==> src/rtl/viterbi_codec.sv <==
// Rate-1/2, K=3 (7,5 octal) convolutional encoder looped into a 4-state
// hard-decision register-exchange Viterbi decoder; one symbol every two clocks.
module viterbi_codec #(
    parameter int DEPTH = 8,
    parameter int PMW   = 5
) (
    input  logic Clock,
    input  logic reset,
    input  logic in,
    input  logic error,
    output logic out,
    output logic decoded
);

    typedef enum logic {
        PH_C0 = 1'b0,
        PH_C1 = 1'b1
    } phase_e;

    localparam logic [PMW-1:0] PM_INIT = PMW'(4);

    phase_e                    phase_q, phase_d;
    logic [1:0]                enc_s_q, enc_s_d;
    logic                      c1_q, c1_d;
    logic                      out_q, out_d;
    logic                      r0_q, r0_d;
    logic [3:0][PMW-1:0]       pm_q, pm_d;
    logic [3:0][DEPTH-1:0]     surv_q, surv_d;
    logic                      decoded_q, decoded_d;

    logic                      rx;
    logic [3:0][PMW-1:0]       cand_w;
    logic [3:0][1:0]           pred_w;
    logic [PMW-1:0]            min_w;
    logic [1:0]                best_w;
    logic [1:0]                ns_b, pa, pb;
    logic [PMW-1:0]            ma, mb;

    // Hamming distance between received pair and the transition's code pair.
    function automatic logic [1:0] branch_metric(input logic [1:0] pred, input logic u,
                                                 input logic r0, input logic r1);
        logic c0, c1;
        c0 = u ^ pred[1] ^ pred[0];
        c1 = u ^ pred[0];
        return {1'b0, r0 ^ c0} + {1'b0, r1 ^ c1};
    endfunction

    function automatic logic [PMW-1:0] sat_add(input logic [PMW-1:0] a, input logic [1:0] b);
        logic [PMW:0] sum;
        sum = {1'b0, a} + {{(PMW-1){1'b0}}, b};
        return sum[PMW] ? {PMW{1'b1}} : sum[PMW-1:0];
    endfunction

    assign rx = out_q ^ error;

    // Next state ns = {u, p[1]}: predecessors are {ns[0],0} and {ns[0],1}.
    always_comb begin
        cand_w = '0;
        pred_w = '0;
        ns_b   = '0;
        pa     = '0;
        pb     = '0;
        ma     = '0;
        mb     = '0;
        for (int ns = 0; ns < 4; ns++) begin
            ns_b = 2'(ns);
            pa   = {ns_b[0], 1'b0};
            pb   = {ns_b[0], 1'b1};
            ma   = sat_add(pm_q[pa], branch_metric(pa, ns_b[1], r0_q, rx));
            mb   = sat_add(pm_q[pb], branch_metric(pb, ns_b[1], r0_q, rx));
            if (mb < ma) begin
                cand_w[ns] = mb;
                pred_w[ns] = pb;
            end else begin
                cand_w[ns] = ma;
                pred_w[ns] = pa;
            end
        end
    end

    always_comb begin
        min_w  = cand_w[0];
        best_w = 2'd0;
        for (int ns = 1; ns < 4; ns++) begin
            if (cand_w[ns] < min_w) begin
                min_w  = cand_w[ns];
                best_w = 2'(ns);
            end
        end
    end

    always_comb begin
        phase_d   = (phase_q == PH_C0) ? PH_C1 : PH_C0;
        enc_s_d   = enc_s_q;
        c1_d      = c1_q;
        out_d     = out_q;
        r0_d      = r0_q;
        pm_d      = pm_q;
        surv_d    = surv_q;
        decoded_d = decoded_q;
        if (phase_q == PH_C0) begin
            out_d   = in ^ enc_s_q[1] ^ enc_s_q[0];
            c1_d    = in ^ enc_s_q[0];
            enc_s_d = {in, enc_s_q[1]};
            for (int ns = 0; ns < 4; ns++) begin
                pm_d[ns]   = cand_w[ns] - min_w;
                surv_d[ns] = {surv_q[pred_w[ns]][DEPTH-2:0], ns[1]};
            end
            // The bit shifted out of the best path is the decision DEPTH symbols back.
            decoded_d = surv_q[pred_w[best_w]][DEPTH-1];
        end else begin
            out_d = c1_q;
            r0_d  = rx;
        end
    end

    always_ff @(posedge Clock) begin
        if (reset) begin
            phase_q   <= PH_C0;
            enc_s_q   <= '0;
            c1_q      <= 1'b0;
            out_q     <= 1'b0;
            r0_q      <= 1'b0;
            pm_q[0]   <= '0;
            pm_q[1]   <= PM_INIT;
            pm_q[2]   <= PM_INIT;
            pm_q[3]   <= PM_INIT;
            surv_q    <= '0;
            decoded_q <= 1'b0;
        end else begin
            phase_q   <= phase_d;
            enc_s_q   <= enc_s_d;
            c1_q      <= c1_d;
            out_q     <= out_d;
            r0_q      <= r0_d;
            pm_q      <= pm_d;
            surv_q    <= surv_d;
            decoded_q <= decoded_d;
        end
    end

    assign out     = out_q;
    assign decoded = decoded_q;

endmodule

==> config.mk <==
export PLATFORM = sky130hd
export DESIGN_NAME = viterbi_codec
export DESIGN_NICKNAME = d
export VERILOG_FILES = /design/src/rtl/viterbi_codec.sv
export SDC_FILE = /design/constraint.sdc
export NUM_CORES = 1
export LEC_CHECK = 0
export ABC_AREA = 1
export CAP_MARGIN = 40
export CORE_MARGIN = 10
export CORE_UTILIZATION = 45
export DETAILED_ROUTE_END_ITERATION = 10
export GPL_ROUTABILITY_DRIVEN = 0
export PLACE_DENSITY_LB_ADDON = 0.15
export SYNTH_ARGS = -nofsm -noshare
export SYNTH_HDL_FRONTEND = slang
export SYNTH_SLANG_ARGS = --single-unit
export TNS_END_PERCENT = 5
==> constraint.sdc <==
create_clock -name Clock -period 27.2 [get_ports Clock]
set_input_delay 6.8 -clock Clock [delete_from_list [all_inputs] [get_ports Clock]]
set_output_delay 6.8 -clock Clock [all_outputs]
set_load 0.01 [all_outputs]
# Word-level counts from Yosys, hierarchy flattened

Cells that the tools add are included.

Register bits: 57
Input port bits: 4
Output and inout bits: 2
Word-level logic and storage cells: 85

Add/sub/neg operators: 16
$lt $le $gt $ge: 13
Muxes and demuxes: 36
Bitwise operators: 6

Operators by type and width:

| cell                 | number |
|---|---|
| $bmux W8 S2          | 5 |
| $mux W5              | 15 |
| $add A5 B2 Y6        | 8 |
| $lt A5 B5 Y1         | 7 |
| $mux W7              | 4 |
| $sub A5 B5 Y5        | 4 |
| $lt A2 B3 Y1 const B | 4 |
| $add A1 B1 Y2        | 4 |
| $mux W8              | 1 |
| $mux W1              | 7 |
| $lt A1 B3 Y1 const B | 2 |
| $mux W2              | 3 |
| $bmux W2 S2          | 1 |
| $xor A1 B1 Y1        | 4 |
| $not A1 Y1           | 2 |

# Depth between registers and ports, before layout

Gate-level depths: netlist of run 1.

Depth in word-level cells: 17
Depth in mapped cells: 60
Gate-level depth less buffers: 60

# Worst setup path after synthesis of run 1

Ideal clock, no wire load.

Path type: in2reg
Start point: input port error
End point: register pm_q[14] in the netlist's numbering
Setup time: 109 ps
Arrival time: 13767 ps
Data required time: 27091 ps
Slack: 13324 ps
Stages on the path: 49
Buffers on the path: 1
Path through: xnor2_1 > inv_1 > ha_1 > ha_1 > ha_1 > inv_1 > nand2_1 > xor2_1 > or2_2 > ha_1 > a21oi_1 > nor2_1 > a211oi_1 > nand2_4 > o21ai_0 > inv_1 > ha_1 > a31oi_4 > [13 not listed] > ha_1 > nand4_1 > nand2_1 > nand2_2 > nand3_4 > buf_8 > o21ai_0 > ha_1 > inv_1 > ha_1 > inv_1 > nand2_1 > nand3_1 > nand2_1 > nand3_1 > nand3_1 > nand2_1 > inv_1

Longest elaborated chain between the ends: 14
Elaborated cells on any way between the ends: 37
Classes of those cells: add/sub: 13; order compare: 7; mux: 15; bitwise: 2

RTL lines:

| element                     | line | source |
|---|---|---|
| from (decl)                 | 10   | `input logic error,` |
| $xor A1 B1 Y1 *             | 54   | `assign rx = out_q ^ error;` |
| via rx                      | 31   | `logic rx;` |
| $not A1 Y1 (no source line) | n/a  |  |
| $add A1 B1 Y2               | 45   | `return {1'b0, r0 ^ c0} + {1'b0, r1 ^ c1};` |
| $add A5 B2 Y6               | 50   | `sum = {1'b0, a} + {{(PMW-1){1'b0}}, b};` |
| $mux W5                     | 51   | `return sum[PMW] ? {PMW{1'b1}} : sum[PMW-1:0];` |
| $lt A5 B5 Y1                | 71   | `if (mb < ma) begin` |
| $mux W5                     | 71   |  |
| $lt A5 B5 Y1                | 85   | `if (cand_w[ns] < min_w) begin` |
| $mux W5                     | 85   |  |
| $lt A5 B5 Y1                | 85   |  |
| $mux W5                     | 85   |  |
| $lt A5 B5 Y1                | 85   |  |
| $mux W5                     | 85   |  |
| $sub A5 B5 Y5 *             | 106  | `pm_d[ns] = cand_w[ns] - min_w;` |
| to (signal assigned)        | 136  | `pm_q <= pm_d;` |
| to (decl)                   | 27   | `logic [3:0][PMW-1:0] pm_q, pm_d;` |

The timed path passes the listed nets; every way through them passes the cells marked *.
A chain may end at the register's enable or synchronous reset.

# Final worst setup path of run 1

Start point: input port error
End point: register pm_q[9] in the netlist's numbering

The elaborated chain is that of the path after synthesis.

==> qor.txt, run 1 <==
outcome: finished clean
worst reg2reg path endpoint: pm_q[9]
H-tree Lvls: 2
end of the worst hold path: surv_q[9]
drc violations: 0
number of ports placed on the die boundary: 6
number of antenna violations at the first check in global routing: 0
peak fanout along the critical path: 18
maximum number of pins on one net before global-route repair: 28
number of instances on the worst hold path: 2
clock tree root driver cell: sky130_fd_sc_hd__clkbuf_16
placed wire-length estimate after detailed placement: 11.26 mm
Diodes inserted: 0
clock-pin slew on the worst setup and hold paths: 0.07 ns
via count of the first global-routing pass: 4660
first-pass GRT wire length: 22.93 mm
number of flip-flops and latches in the synthesized netlist: 54
gate count of the mapped netlist: 824
sink count of the clock tree: 54
total via count in the routed design: 5051
share of synthesized area occupied by flip-flops and latches: 0.2079
detailed-route wire length per cell: 14.53 µm
DRC violation total after the first TritonRoute iteration: 339
final setup skew: 0.007717 ns
x dimension of the die: 127.5 µm
Worst EP required: 27.40 ns
share of the clock period used by the worst path after layout: 0.5713
maximum cell stage delay along the critical path: 0.61 ns
Slew headroom: 0.4495
Least-Margin Pin Slew: 0.8171 ns
warnings from Yosys: 0
NumNets Final: 875
core region area: 11370 µm²
depth of the worst register-to-register path: 47
setup repair after global routing missed its margin: false
Final Routed Wirelength: 13.97 mm
Pre-Repair DR Iteration Count: 5
vias per cell: 5.251
number of placement rows: 39
Hold Path Class: reg -> reg
vertical die dimension: 127.5 µm
max-cap violation count: 0
number of nets produced by synthesis: 881
start-to-end type of the worst setup path: in -> reg
# Post-CTS Setup Buffers: 0
final number of hold-violating endpoints: 0
total global routing track utilization: 0.1704
Critical-path top delay cell: sky130_fd_sc_hd__o21ai_0
Die Outline Area: 16260 µm²
combined area of all synthesized cells: 5200 µm²
Post-CTS Hold Buffers: 0
final worst path period need: 15.54 ns
share of layout cells above drive strength 1: 0.09280
layout overhead on the synthesized area: 6.208%
achievable clock frequency: 64.35 MHz
TritonCTS Buffers: 5
worst reg2reg setup slack: 18.27 ns
start point of the worst min-delay path: surv_q[9]
TritonCTS clock tree: done
startpoint of the most critical register-to-register path: out
total negative setup slack: 0 ns
Finish-stage setup viols: 0
initial core utilization: 0.4574
post_cts resized: 0
mean post-synth cell area: 6.311 µm²
WP data arrival: 15.74 ns
IO Port Bufs: 5
global route overflow: 0
Yosys cell types: 41
CP endpoint kind: flop
worst skew pair latency: 0.30 ns
element type at the critical path start: primary input
post-route antenna net violation count: 0
buffer depth of the longest clock path: 2
Final Max Slew Viols: 0
-- routing by layer --
metal | global-route usage | up-vias | wire, µm
li1 | - | 2641 | -
met3 | 0.02026 | 7 | 599
met4 | 0.02813 | 0 | 74
met2 | 0.2931 | 91 | 6652
met5 | 0 | - | 0
met1 | 0.2254 | 2312 | 6648
-- sequential cells by signal, indices dropped and copies added, names as in the netlist --
| name | count |
|---|---|
| enc_s_q | 2 |
| phase_q | 1 |
| pm_q | 20 |
| decoded | 1 |
| c1_q | 1 |
| r0_q | 1 |
| surv_q | 27 |
| out | 1 |
-- synth_stat cells, drive strengths merged --
cell type,n,area (µm²)
buf,7,50.04
and2,2,17.52
a31oi,3,33.78
o21a,5,37.54
inv,132,495.5
nand2,245,1023
a211oi,1,7.510
a21oi,22,110.1
nand4,16,112.6
clkbuf,14,52.55
o21bai,2,15.01
o21ai,78,401.6
a21o,1,7.510
o22ai,16,100.1
mux2,1,11.26
clkinv,2,7.510
o211ai,2,15.01
nor2,46,180.2
xnor2,6,52.55
nand3b,4,30.03
xor2,17,156.4
nand3,81,442.9
or2,11,68.82
ha,53,663.1
dfxtp,54,1081
a22o,2,17.52
o221ai,1,8.760
-- stage by stage --
stage	utilization	instances	setup WS, ns	hold WS, ns	area (µm²)
floorplan	-	824	13.32	0.4286	5200
global placement	0.4691	952	11.68	0.4507	5334
detailed placement	0.4722	954	11.52	0.4604	5369
CTS	0.4857	962	11.79	0.4803	5523
global route	0.4857	962	10.80	0.5078	5523
finish	0.4857	962	11.66	0.4715	5523
-- logic make-up (layout without fill, tap and decap cells) --
kind of cell / count (synthesis) / in the layout / share of synthesized area
flip-flops: 54 / 54 / 0.2079
AO/OA/AOI/OAI: 133 / 133 / 0.1451
AND/OR/NAND/NOR: 405 / 405 / 0.3607
buffers and inverters: 155 / 150 / 0.1165
multiplexers: 1 / 1 / 0.002165
XOR/XNOR: 23 / 23 / 0.04018
adder cells (fa/ha/maj): 53 / 53 / 0.1275
-- layout make-up --
class                           count  area, µm²
Timing Repair Buffer                8      92.59
Multi-Input combinational cell    615       3513
Clock inverter                      3      28.78
Tap cell                          143      178.9
Inverter                          134      503.0
Sequential cell                    54       1081
Fill cell                        1170       5847
Clock buffer                        5      125.1
-- worst max path at each step --
stage                     cells past startpoint  endpoint   from
after floorplan                              49  pm_q[14]  error
after global placement                       50   pm_q[9]  error
after detailed placement                     48   pm_q[9]  error
after CTS                                    48   pm_q[9]  error
after global routing                         49   pm_q[9]  error
final                                        48   pm_q[9]  error
-- critical path, delay by kind of cell --
kind	cells	cell delay, ns
simple gates	20	2.27
xor+xnor	2	0.59
buf+inv	10	1.30
fa+ha+maj	9	2.60
compound gates	7	2.19
-- cell usage in the layout, fill, tap and decap left out, types with 3 or more instances in the layout --
master / count
sky130_fd_sc_hd__o21ai_1: 6
sky130_fd_sc_hd__xnor2_1: 6
sky130_fd_sc_hd__o21a_1: 5
sky130_fd_sc_hd__clkdlybuf4s50_1: 5
sky130_fd_sc_hd__nand2_4: 5
sky130_fd_sc_hd__o21ai_0: 69
sky130_fd_sc_hd__xor2_1: 16
sky130_fd_sc_hd__nor2_1: 43
sky130_fd_sc_hd__inv_2: 9
sky130_fd_sc_hd__ha_1: 53
sky130_fd_sc_hd__nor2_2: 3
sky130_fd_sc_hd__nand4_1: 14
sky130_fd_sc_hd__nand3_2: 5
sky130_fd_sc_hd__inv_1: 123
sky130_fd_sc_hd__o21ai_2: 3
sky130_fd_sc_hd__nand3b_1: 4
sky130_fd_sc_hd__dfxtp_1: 54
sky130_fd_sc_hd__clkbuf_16: 5
sky130_fd_sc_hd__o22ai_1: 16
sky130_fd_sc_hd__nand2_1: 219
sky130_fd_sc_hd__nand3_1: 75
sky130_fd_sc_hd__a21oi_1: 22
sky130_fd_sc_hd__nand2_2: 20
sky130_fd_sc_hd__or2_2: 11
Power of run 1 is not shown: default switching activity piles up to over one toggle a cycle in this logic, so the estimate is an artifact.
==> inputs of run 2 (changes only) <==
- clock period: 27.2 -> 15.3 ns (I/O delays scaled with it)
==> run 2 against run 1 <==
Register-to-register slack lost 12 ns. Routed wire length shrank 0.46%. Non-clock buffer count is the same. Clock skew grew 0.0048 ns. Flip-flop and latch count is the same. Largest cell class unchanged. Via count grew 0.49%. Worst setup slack lost 8.8 ns.
==> qor.txt, run 2 (synthesis gave the netlist of run 1 again) <==
share of layout cells above drive strength 1: 0.09280 (unchanged)
number of placement rows: 39 (unchanged)
NumNets Final: 875 (unchanged)
Final Max Slew Viols: 0 (unchanged)
first-pass GRT wire length: 23.08 mm (was 22.93 mm)
Setup WS post-layout: 2.814 ns (was 11.66 ns)
layout overhead on the synthesized area: 6.208% (unchanged)
Place WS: 2.511 ns (was 11.52 ns)
setup repair after global routing missed its margin: false (unchanged)
Finish-stage setup viols: 0 (unchanged)
core region area: 11370 µm² (unchanged)
Pre-Repair DR Iteration Count: 5 (unchanged)
CP endpoint kind: flop (unchanged)
number of ports placed on the die boundary: 6 (unchanged)
global route overflow: 0 (unchanged)
detailed-route wire length per cell: 14.46 µm (was 14.53 µm)
Worst EP required: 15.50 ns (was 27.40 ns)
via count of the first global-routing pass: 4632 (was 4660)
post_cts resized: 0 (unchanged)
# Post-CTS Setup Buffers: 0 (unchanged)
Hold Path Class: reg -> reg (unchanged)
final worst path period need: 12.49 ns
total via count in the routed design: 5076 (was 5051)
start-to-end type of the worst setup path: in -> reg (unchanged)
max-cap violation count: 0 (unchanged)
drc violations: 0 (unchanged)
TritonCTS clock tree: done (unchanged)
vertical die dimension: 127.5 µm (unchanged)
largest register by flop count: surv_q (unchanged)
most common cell after layout, fill and taps aside: sky130_fd_sc_hd__nand2_1 (unchanged)
placed wire-length estimate after detailed placement: 11.25 mm (was 11.26 mm)
sink count of the clock tree: 54 (unchanged)
Critical-path top delay cell: sky130_fd_sc_hd__o21ai_0 (unchanged)
Least-Margin Pin Slew: 0.7404 ns (was 0.8171 ns)
maximum number of pins on one net before global-route repair: 28 (unchanged)
Hold Slack: 0.4648 ns (was 0.4715 ns)
final setup skew: 0.01247 ns (was 0.007717 ns)
number of antenna violations at the first check in global routing: 0 (unchanged)
x dimension of the die: 127.5 µm (unchanged)
outcome: finished clean (unchanged)
peak fanout along the critical path: 18 (unchanged)
Die Outline Area: 16260 µm² (unchanged)
DRC violation total after the first TritonRoute iteration: 305 (was 339)
TritonCTS Buffers: 5 (unchanged)
vias per cell: 5.277 (was 5.251)
Post-CTS Hold Buffers: 0 (unchanged)
share of the clock period used by the worst path after layout: 0.8161
maximum cell stage delay along the critical path: 0.57 ns (was 0.61 ns)
H-tree Lvls: 2 (unchanged)
post-route antenna net violation count: 0 (unchanged)
Diodes inserted: 0 (unchanged)
buffer depth of the longest clock path: 2 (unchanged)
commonest non-fill, non-tap cells in the layout: sky130_fd_sc_hd__nand2_1, sky130_fd_sc_hd__inv_1, sky130_fd_sc_hd__nand3_1 (unchanged)
total global routing track utilization: 0.1718 (was 0.1704)
WP data arrival: 12.69 ns (was 15.74 ns)
total negative setup slack: 0 ns (unchanged)
IO Port Bufs: 5 (unchanged)
Final Routed Wirelength: 13.91 mm (was 13.97 mm)
achievable clock frequency: 80.09 MHz
Slew headroom: 0.5012 (was 0.4495)
element type at the critical path start: primary input (unchanged)
initial core utilization: 0.4574 (unchanged)
largest registers: surv_q x27, pm_q x20, enc_s_q x2 (unchanged)
clock-pin slew on the worst setup and hold paths: 0.07 ns (about the same)
Largest register FFs: 27 (unchanged)
final number of hold-violating endpoints: 0 (unchanged)
clock tree root driver cell: sky130_fd_sc_hd__clkbuf_16 (unchanged)
worst skew pair latency: 0.30 ns (about the same)
==> run 2: cell counts in the layout (fill, tap and decap cells not counted) <==
Identical to the previous run, type by type.
==> run 2: through the flow <==
| step | cell area, µm² | utilization | std cells |
|---|---|---|---|
| 5_1_grt | 5523 | 0.4857 | 962 |
| 3_3_place_gp | 5334 | 0.4691 | 952 |
| 6_report | 5523 | 0.4857 | 962 |
| 4_1_cts | 5523 | 0.4857 | 962 |
| 2_1_floorplan | 5200 | - | 824 |
| 3_5_place_dp | 5369 | 0.4722 | 954 |
==> run 2: path summary, 6_finish.rpt <==
kind / from / end / slack, ns / cells past startpoint
min: surv_q[25] / surv_q[25] / 0.46 / 2
max reg2reg: out / pm_q[9] / 6.44 / 47
min reg2reg: surv_q[25] / surv_q[25] / 0.46 / 2
max: error / pm_q[9] / 2.81 / 48
==> run 2: area by class of cell <==
type	instances	area, µm²
clock buffer	5	125.1
clock inverter	3	28.78
tap	143	178.9
fill	1175	5847
timing repair buffer	8	92.59
inverter	134	503.0
sequential	54	1081
multi-input combinational	615	3513
==> run 2: worst max-delay path, delay by kind of cell <==
kind	cells	cell delay (ns)
AOI/OAI and AO/OA	7	2.16
buffers and inverters	10	1.29
xor gates and xnor gates	2	0.57
adders and majority gates	9	2.59
and+or+nand+nor	20	2.21
==> run 2: routing by layer <==
layer,part of all wire,vias to the layer above,GRT usage
met2,0.46,94,0.2804
met3,0.050,16,0.02730
met5,0,-,0
li1,-,2652,-
met1,0.48,2314,0.2298
met4,0.016,0,0.04354
Power of run 2 is left out for the same reason.
